## src/rtl/lio_i8080_host_ctrl.sv

```systemverilog
// rtl/lio_i8080_host_ctrl.sv - i8080-style parallel bus host controller for display panels
// One request per SETUP/STROBE/HOLD sequence; the pad buffer for d_o/d_oe/d_i lives above this block.
module lio_i8080_host_ctrl #(
    parameter int DATA_WIDTH  = 8,
    parameter int SETUP_CYC   = 1,
    parameter int WR_LOW_CYC  = 2,
    parameter int WR_HIGH_CYC = 2,
    parameter int RD_LOW_CYC  = 3,
    parameter int RD_HIGH_CYC = 3
) (
    input  logic                  clk,
    input  logic                  rst,
    input  logic                  req_valid,
    output logic                  req_ready,
    input  logic                  req_rnw,
    input  logic                  req_dc,
    input  logic [DATA_WIDTH-1:0] req_wdata,
    output logic                  rsp_valid,
    output logic [DATA_WIDTH-1:0] rsp_rdata,
    output logic                  busy,
    output logic                  ce_n,
    output logic                  dc,
    output logic                  wr_n,
    output logic                  rd_n,
    output logic [DATA_WIDTH-1:0] d_o,
    output logic                  d_oe,
    input  logic [DATA_WIDTH-1:0] d_i
);

    if (SETUP_CYC < 1 || SETUP_CYC > 255 || WR_LOW_CYC < 1 || WR_LOW_CYC > 255 ||
        WR_HIGH_CYC < 1 || WR_HIGH_CYC > 255 || RD_LOW_CYC < 1 || RD_LOW_CYC > 255 ||
        RD_HIGH_CYC < 1 || RD_HIGH_CYC > 255) begin : g_bad_timing
        $error("lio_i8080_host_ctrl: timing parameters must lie in 1..255");
    end

    typedef enum logic [1:0] {S_IDLE, S_SETUP, S_STROBE, S_HOLD} state_t;

    localparam logic [7:0] SETUP_LAST   = 8'(SETUP_CYC - 1);
    localparam logic [7:0] WR_LOW_LAST  = 8'(WR_LOW_CYC - 1);
    localparam logic [7:0] WR_HIGH_LAST = 8'(WR_HIGH_CYC - 1);
    localparam logic [7:0] RD_LOW_LAST  = 8'(RD_LOW_CYC - 1);
    localparam logic [7:0] RD_HIGH_LAST = 8'(RD_HIGH_CYC - 1);

    state_t                r_state;
    logic [7:0]            r_cnt;
    logic                  r_rnw;
    logic                  r_ce_n;
    logic                  r_dc;
    logic                  r_wr_n;
    logic                  r_rd_n;
    logic [DATA_WIDTH-1:0] r_d_o;
    logic                  r_d_oe;
    logic                  r_rsp_valid;
    logic [DATA_WIDTH-1:0] r_rsp_rdata;

    logic [7:0] w_low_last;
    logic [7:0] w_high_last;
    logic       w_accept;

    assign w_low_last  = r_rnw ? RD_LOW_LAST : WR_LOW_LAST;
    assign w_high_last = r_rnw ? RD_HIGH_LAST : WR_HIGH_LAST;
    assign req_ready   = (r_state == S_IDLE) || (r_state == S_HOLD && r_cnt == w_high_last);
    assign w_accept    = req_valid && req_ready;
    assign busy        = (r_state != S_IDLE);

    assign ce_n      = r_ce_n;
    assign dc        = r_dc;
    assign wr_n      = r_wr_n;
    assign rd_n      = r_rd_n;
    assign d_o       = r_d_o;
    assign d_oe      = r_d_oe;
    assign rsp_valid = r_rsp_valid;
    assign rsp_rdata = r_rsp_rdata;

    always_ff @(posedge clk or posedge rst) begin
        if (rst) begin
            r_state     <= S_IDLE;
            r_cnt       <= 8'd0;
            r_rnw       <= 1'b0;
            r_ce_n      <= 1'b1;
            r_dc        <= 1'b0;
            r_wr_n      <= 1'b1;
            r_rd_n      <= 1'b1;
            r_d_o       <= '0;
            r_d_oe      <= 1'b0;
            r_rsp_valid <= 1'b0;
            r_rsp_rdata <= '0;
        end else begin
            r_rsp_valid <= 1'b0;
            // Accept only happens in IDLE or the last HOLD cycle; ce_n stays low on a back-to-back accept.
            if (w_accept) begin
                r_state <= S_SETUP;
                r_cnt   <= 8'd0;
                r_rnw   <= req_rnw;
                r_ce_n  <= 1'b0;
                r_dc    <= req_dc;
                r_d_oe  <= !req_rnw;
                if (!req_rnw) begin
                    r_d_o <= req_wdata;
                end
            end else begin
                case (r_state)
                    S_SETUP: begin
                        if (r_cnt == SETUP_LAST) begin
                            r_state <= S_STROBE;
                            r_cnt   <= 8'd0;
                            r_wr_n  <= r_rnw;
                            r_rd_n  <= !r_rnw;
                        end else begin
                            r_cnt <= r_cnt + 8'd1;
                        end
                    end
                    S_STROBE: begin
                        if (r_cnt == w_low_last) begin
                            r_state <= S_HOLD;
                            r_cnt   <= 8'd0;
                            r_wr_n  <= 1'b1;
                            r_rd_n  <= 1'b1;
                            if (r_rnw) begin
                                r_rsp_rdata <= d_i;
                                r_rsp_valid <= 1'b1;
                            end
                        end else begin
                            r_cnt <= r_cnt + 8'd1;
                        end
                    end
                    S_HOLD: begin
                        if (r_cnt == w_high_last) begin
                            r_state <= S_IDLE;
                            r_ce_n  <= 1'b1;
                            r_d_oe  <= 1'b0;
                        end else begin
                            r_cnt <= r_cnt + 8'd1;
                        end
                    end
                    default: r_state <= S_IDLE;
                endcase
            end
        end
    end

endmodule

```

## config.mk

```make
export PLATFORM = sky130hd
export DESIGN_NAME = lio_i8080_host_ctrl
export DESIGN_NICKNAME = d
export VERILOG_FILES = /design/src/rtl/lio_i8080_host_ctrl.sv
export SDC_FILE = /design/constraint.sdc
export NUM_CORES = 1
export LEC_CHECK = 0
export BUFFER_PORTS_ARGS = -buffer_cell sky130_fd_sc_hd__buf_4
export CORE_MARGIN = 1
export CORE_UTILIZATION = 51
export CTS_CLUSTER_DIAMETER = 60
export DETAILED_ROUTE_END_ITERATION = 6
export GPL_TIMING_DRIVEN = 0
export PLACE_DENSITY_LB_ADDON = 0.12
export SLEW_MARGIN = 20
export SYNTH_ARGS = -nofsm -noshare
export SYNTH_HDL_FRONTEND = slang
export SYNTH_SLANG_ARGS = --single-unit
```

## constraint.sdc

```tcl
create_clock -name clk -period 2.6 [get_ports clk]
set_input_delay 0.13 -clock clk [delete_from_list [all_inputs] [get_ports clk]]
set_output_delay 0.13 -clock clk [all_outputs]
set_load 0.005 [all_outputs]
```

Word-level counts from Yosys, hierarchy flattened

Index checks and enable logic that the tools add are counted.

Bits in registers: 33
Input bits: 21
Output and inout port bits: 24
Word-level logic and storage cells: 67

Bitwise operators: 2
$add $sub $neg: 1
Multiplexer cells: 25
Reductions and logical operators: 18
Equal/unequal tests: 10

Operators by type and width:

| cell                  | count |
|---|---|
| $mux W8               | 4 |
| $pmux W8 S3           | 1 |
| $mux W1               | 12 |
| $mux W2               | 5 |
| $ne A3 B3 Y1 const B  | 3 |
| $add A8 B1 Y8 const B | 1 |
| $eq A8 B2 Y1          | 1 |
| $logic_not A8 Y1      | 1 |
| $reduce_and A4 Y1     | 2 |
| $reduce_bool A2 Y1    | 4 |
| $pmux W2 S3           | 1 |
| $reduce_and A2 Y1     | 3 |
| $eq A2 B2 Y1 const B  | 2 |
| $ne A2 B2 Y1 const B  | 2 |
| $pmux W1 S2           | 2 |
| $reduce_bool A4 Y1    | 1 |
| $ne A3 B2 Y1 const B  | 1 |
| $reduce_and A3 Y1     | 1 |
| $eq A2 B1 Y1 const B  | 1 |
| $logic_and A1 B1 Y1   | 2 |
| $logic_not A1 Y1      | 2 |
| $logic_not A2 Y1      | 1 |
| $not A1 Y1            | 2 |
| $logic_or A1 B1 Y1    | 1 |

Logic depth before layout (Yosys ltp)

Gate-level depths: netlist (run 1).

Depth in word-level cells: 7
Gate-level depth with buffers: 8
Mapped depth without buffers: 7

Least setup slack after synthesis (run 1)

Ideal clock, no wire load.

Path kind: register -> register
Start point: reg r_cnt[7]
End point: reg r_d_o[0], in the netlist d_o[0]
Arrival time: 1.819 ns
Library setup time: 0.125 ns
Stages on the path, launching flop included: 6
Required time: 2.475 ns
Period minus slack after synthesis: 1.944 ns
Setup slack: 0.656 ns
Path buffers: 0
Cell sequence: dfrtp_1 or4_4 a211oi_2 a21oi_2 nor2_8 mux2_2

Word-level cells in the longest chain between the ends: 5

RTL lines:

| item                               | RTL line | source |
|---|---|---|
| start, declared                    | 45       | `logic [7:0] r_cnt;` |
| start signal, assigned             | 110      | `r_cnt <= r_cnt + 8'd1;` |
| start signal, assigned             | 124      | `r_cnt <= r_cnt + 8'd1;` |
| start signal, assigned             | 133      | `r_cnt <= r_cnt + 8'd1;` |
| $eq A8 B2 Y1                       | 62       | `assign req_ready = (r_state == S_IDLE) \|\| (r_state == S_HOLD && r_cnt == w_high_last);` |
| $logic_and A1 B1 Y1                | 62       |  |
| $logic_or A1 B1 Y1                 | 62       |  |
| $logic_and A1 B1 Y1                | 63       | `assign w_accept = req_valid && req_ready;` |
| $reduce_and A2 Y1 (no source line) | n/a      |  |
| end signal, assigned               | 99       | `r_d_o <= req_wdata;` |
| end, declared                      | 51       | `logic [DATA_WIDTH-1:0] r_d_o;` |

No other way between the ends.
A chain may end at the register's enable or synchronous reset.

Worst setup path after layout (run 1)

Start point: reg r_state[0]
End point: reg r_d_o[3], in the netlist d_o[3]

Word-level cells in the longest chain between the ends: 5
Elaborated cells between the ends (all ways): 6
Those cells by class: 1 x eq/ne; 5 x reduce/logical

RTL lines:

| item                                   | RTL line | source |
|---|---|---|
| start, declared                        | 44       | `state_t r_state;` |
| start signal, assigned                 | 77       | `r_state <= S_IDLE;` |
| start signal, assigned                 | 92       | `r_state <= S_SETUP;` |
| start signal, assigned                 | 105      | `r_state <= S_STROBE;` |
| $eq A2 B2 Y1                           | 62       |  |
| $logic_and A1 B1 Y1                    | 62       |  |
| $logic_or A1 B1 Y1 (*)                 | 62       |  |
| $logic_and A1 B1 Y1 (*)                | 63       |  |
| $reduce_and A2 Y1 (no source line) (*) | n/a      |  |

Mark *: on every way between the ends. The rest lies on a longest branch, timed or not.

==> results of run 1 <==
[per-stage QoR]
stage / cells / power [mW] / hold WS (ps) / util / setup slack [ps]
4_1_cts: 258 / 1.97 / 2.35 / 0.711 / 424
2_1_floorplan: 153 / 1.31 / 235 / - / 656
6_report: 258 / 1.95 / 16.7 / 0.711 / 436
5_1_grt: 258 / 2.10 / 4.69 / 0.711 / 249
3_5_place_dp: 241 / 1.67 / 283 / 0.663 / 427
3_3_place_gp: 241 / 1.62 / 323 / 0.663 / 507
[layer usage]
layer	global-route usage	vias up	part of all wire
li1	-	655	-
met1	0.285	650	0.42
met2	0.386	44	0.51
met3	0.0742	6	0.058
met4	0.105	0	0.015
met5	0	-	0
[cells in the mapped netlist (all sizes together)]
cell and instances:
dfrtp 30, a32oi 1, nand2 16, or4 1
nand2b 1, nand3 5, o21ai 12, or3b 2
clkbuf 2, o21a 1, nor4 1, and2 1
ha 6, nand4bb 1, a31o 2, xor2 5
nor2 12, a31oi 2, or2 1, nand4 4
nand3b 1, a2111oi 1, and3 2, mux2 16
inv 11, a211oi 1, a21oi 6, nand4b 1
nor3 3, dfstp 3, buf 1, a311oi 1
[flip-flops by register name, summed over array words and instances, names as in the netlist]
name / flops
dc: 1
d_oe: 1
d_o: 8
wr_n: 1
rsp_rdata: 8
rsp_valid: 1
r_rnw: 1
r_cnt: 8
rd_n: 1
ce_n: 1
r_state: 2
[final timing paths]
path                             from           end  slack [ps]  cells past startpoint
setup / recovery           r_state[0]        d_o[3]         440                      6
hold / removal                 d_i[3]  rsp_rdata[3]          20                      2
setup reg to reg           r_state[0]        d_o[3]         440                      6
hold reg to reg                    dc            dc         500                      2
max in group asynchronous         rst    r_state[1]        1710                      3
min in group asynchronous         rst  rsp_rdata[2]         430                      3
[worst max-delay path, cell delays in order (launching register included)]
cell and delay [ps]:
dfrtp_1 410, ha_1 330, nand4bb_1 250, a211oi_2 330, a21oi_2 170, nor2_8 210
mux2_1 350
[cell type report]
cell class	count	area [um2]	share of cell area
sequential	33	830	0.379
inverter	11	41.3	0.0189
timing repair buffer	53	420	0.192
buffer	3	12.5	0.00572
tap	44	55.1	0.0252
multi-input combinational	106	773	0.354
clock buffer	5	37.5	0.0172
clock inverter	3	17.5	0.00801
[report_power, final]
part / total [mW] / internal, mW / switching, mW / leakage [nW]
Combinational: 0.882 / 0.445 / 0.437 / 0.622
Clock: 0.282 / 0.102 / 0.180 / 0.0310
Sequential: 0.788 / 0.674 / 0.115 / 0.424
Total: 1.95 / 1.22 / 0.731 / 1.08
[cell families (layout without fill, tap and decap cells)]
logic type / count (synthesis) / count (layout) / share of synthesized area
compound gates: 27 / 27 / 0.114
flops: 33 / 33 / 0.501
mux: 16 / 16 / 0.109
simple gates: 52 / 52 / 0.172
xor+xnor: 5 / 5 / 0.0264
fa+ha+maj: 6 / 6 / 0.0453
buf+inv: 14 / 75 / 0.0325
==> reports/metrics.cfg, run 1 <==
[clock_tree]
clockBufferDepth=2
numCtsBuffers=5
cts_root_buf=clkbuf_4
post_cts.repair.setup_buffers=0
cts_hold_buf=9
cts_max_level=2
clk_pin_slew_ps=110
clk_latency_ps=340
clock_sinks=33
post_cts_resized=0
cts_tree=done

[grt]
grt_pass1_wl_mm=5.91
grt_overflow=0
grt_pass1_vias=1310
track_usage=0.236
grt_max_degree=34
antenna_found_initial=0

[logic_synthesis]
ys_seq_area_frac=0.501
syn_area_um2=1660
synth_top_area_frac=0.453
yosysWarnings=0
synth.area.top_cells=dfrtp_1 (45%), mux2_2 (9.5%), dfstp_2 (4.8%)
yosys.area.top_type=dfrtp_1
avgSynthCellArea_um2=10.8
synth_nets=180
netlist_instances=153
synth.distinct_cells=36
synth-seq-cells=33

[route]
ant_nets=0
num_vias=1355
drt_iter0_drc=38
drt_pass1_iterations=4
drc=0
viasPerCell=5.25
post_drt_wl_per_cell_um=13.6
drt-total-wl_mm=3.52

[floorplanning]
die_w_um=59.0
fp-row-count=20
start_util=0.538
core_region_area_um2=3080
die_y_um=59.0
die-area_um2=3480
io_pins=45

[setup_path]
worstSetupPathType=flop to flop
cp_data_required_time_ps=2820
cp_max_fo=10
worst_setup_path_end_kind=flop
worstSetupStartpointType=flop
arrival_ps=2390

[cells_and_area]
final_nets=240
final_cell_mix=buf_4 (44), dfrtp_1 (30), nand2_1 (16)
fillers=264
syn2layout_area_growth_pct=32.0
fin_area_um2=2190
drive_gt1_frac=0.374
final_common_cell=buf_4
antenna_cells=0

[timing]
slew_viol_final=0
maxSlewHeadroom=0.548
finalSetupViolCount=0
finalCritPeriodShare=0.832
finalClockSkew_ps=13.8
rsz0062_at_grt=no
final-hold-violation-count=0
max_freq_ghz=0.462
fin_setup_tns_ps=0
tightest_slew_ps=677
fin_crit_ps=2160

[job]
max_cap_violations=0

[power_and_ir_drop]
p_leak_nw=1.08
p_per_area_nw_per_um2=892
ir_worst_vdd_mv=0.533

[min_path]
hold_class=input pin to flop

[place]
place_hpwl_mm=2.48
place.gp.congestion=0.855
placed_cell_area_um2=2040
portBuffers=44

[outcome]
status=complete, no violations

No activity file was read; power rests on OpenSTA's default activity.
==> run 2, diff against run 1 <==
- CORE_UTILIZATION: 51 -> 46
- clock period: 2.6 -> 1.8 ns (I/O delays scaled with it)
==> run 2 against run 1 <==
Compared with the run above:
- the run now ends with negative setup slack left
- critical endpoint is now wr_n
- non-clock buffer count rose by 21
- critical path type unchanged
- maximum frequency rose by 11%
- core utilization up 4.0 points
- via count rose by 9.2%
- worst setup slack worse by 580 ps
- critical path depth increased by 1
- flip-flop and latch count did not move
- worst hold slack gained 7.6 ps
==> reports/metrics.cfg, run 2 (synthesized netlist as in run 1, its figures left out) <==
[outcome]
status=complete, but fails checks
violations=negative setup slack

[route]
drc=0  ; unchanged
num_vias=1480  ; +9.2%
viasPerCell=5.25  ; about the same
drt_pass1_iterations=4  ; unchanged
post_drt_wl_per_cell_um=15.6  ; +15%
ant_nets=0  ; unchanged
drt-total-wl_mm=4.41  ; +25%
drt_iter0_drc=95  ; +150%

[clock_tree]
cts_tree=done
clock_sinks=33  ; unchanged
clk_latency_ps=350  ; about the same
clockBufferDepth=2  ; unchanged
clk_pin_slew_ps=110  ; about the same
cts_root_buf=clkbuf_4
numCtsBuffers=5  ; unchanged
cts_max_level=2  ; unchanged

[floorplanning]
io_pins=45  ; unchanged
die_w_um=62.0  ; +5.1%
fp-row-count=21  ; +5.0%
start_util=0.489  ; -0.0495
die-area_um2=3850  ; +10%
core_region_area_um2=3390  ; +10%
die_y_um=62.0  ; +5.1%

[setup_path]
worst_setup_path_end_kind=flop
worstSetupStartpointType=flop
critPathBufInv=2  ; +2
critPathMaxStageDelay_ps=590  ; +180 ps
cp_data_required_time_ps=2070  ; -750 ps
worstPathCellList=or4_4, buf_6, a2111oi_4, buf_4, o21a_1, a31oi_1, a21oi_1
arrival_ps=2220  ; -170 ps
cpLargestDelayFamily=simple AND/OR/NAND/NOR gates
worstSetupPathType=flop to flop
cp_slowest_cell=or4_4
cp_max_fo=6  ; -4

[place]
place_hpwl_mm=2.57  ; +3.8%
portBuffers=44  ; unchanged
place.gp.congestion=0.870  ; +1.8%

[timing]
setup_ws_ps=-143  ; -579 ps
max_freq_ghz=0.515  ; +11%
rsz0062_at_grt=yes
maxSlewHeadroom=0.555  ; +0.00676
finalCritPeriodShare=1.08  ; +0.247
slew_viol_final=0  ; unchanged
final-hold-violation-count=0  ; unchanged
tightest_slew_ps=667  ; -10.1 ps
finalSetupViolCount=22  ; +22
fin_crit_ps=1940  ; -221 ps
finalClockSkew_ps=11.6  ; -2.27 ps

[min_path]
hold_class=input pin to flop

[power_and_ir_drop]
p_per_area_nw_per_um2=1280  ; +44%
internal_power_mw=2.04  ; +67%
ir_worst_vdd_mv=1.04  ; +95%
p_switching_mw=1.23  ; +68%
p_leak_nw=1.22  ; +14%
pwr-share-comb=0.511  ; +0.059
p_sw_frac=0.376  ; +0.00169
power_mw=3.27  ; +67%
seq_power_share=0.359  ; -0.045
pwr-share-clk=0.129  ; -0.015

[grt]
antenna_found_initial=0  ; unchanged
grt_pass1_vias=1427  ; +8.9%
grt_pass1_wl_mm=6.63  ; +12%
grt_overflow=0  ; unchanged
grt_max_degree=34  ; unchanged
track_usage=0.248  ; +0.0120

[cells_and_area]
final_common_cell=buf_4
final_core_util=0.750  ; +0.0399
drive_gt1_frac=0.492  ; +0.118
final_cell_mix=buf_4 (58), dfrtp_1 (25), dlygate4sd3_1 (18)
antenna_cells=0  ; unchanged
syn2layout_area_growth_pct=53.5
final_nets=262  ; +9.2%

[job]
max_cap_violations=0  ; unchanged

## run 2: layout make-up
type                            instances  area, um2
Inverter                               11       41.3
Clock buffer                            5       37.5
Tap cell                               46       57.6
Clock inverter                          3       17.5
Fill cell                             239        846
Multi-Input combinational cell        107        927
Buffer                                  1       7.51
Timing Repair Buffer                   76        619
Sequential cell                        33        836
## run 2: final timing paths
path	startpoint	to	slack [ps]	cells past startpoint
worst max-delay path	r_cnt[5]	wr_n	-140	7
worst min-delay path	req_rnw	r_rnw	20	3
worst max register to register	r_cnt[5]	wr_n	-140	7
worst min register to register	dc	dc	490	2
max in group asynchronous	rst	r_state[1]	920	3
min in group asynchronous	rst	rsp_rdata[7]	400	3
## run 2: power groups by stage
stage	logic, mW	registers (mW)	clock network, mW
final	1.67	1.17	0.423
after global placement	1.25	1.13	0
after global routing	1.81	1.20	0.457
after detailed placement	1.30	1.15	0
after floorplan	0.782	1.13	0
after CTS	1.58	1.16	0.430
## run 2: tightest hold or removal path: cells and delay by family
kind                   cells  cell delay, ps
and+or+nand+nor            2             100
buffers and inverters      1             140
## run 2: repair_timing
action                                 4_1_cts  5_1_grt
hold buffers                                18        0
gates resized for setup                     23       13
buffers inserted                            11        4
cloned                                       1        0
endpoints found under the hold margin       47        0
pin swaps                                    6        8
setup endpoints to repair                   33       30
## run 2: per-stage QoR
stage	setup slack, ps	TNS [ps]	hold WS (ps)	area [um2]	std cells
floorplan	-109	-1250	195	1680	153
global placement	-244	-4220	287	2070	243
detailed placement	-301	-5720	242	2070	243
CTS	-180	-2150	17.6	2480	279
global route	-253	-3750	29.2	2540	282
finish	-143	-1930	24.4	2540	282
## run 2: layer usage
metal	global-route usage	wire length, um	up-vias	share of wire
met2	0.406	2280	50	0.52
met5	0	0	-	0
met4	0.124	80	0	0.018
met3	0.0559	227	10	0.052
li1	-	-	698	-
met1	0.308	1820	722	0.41
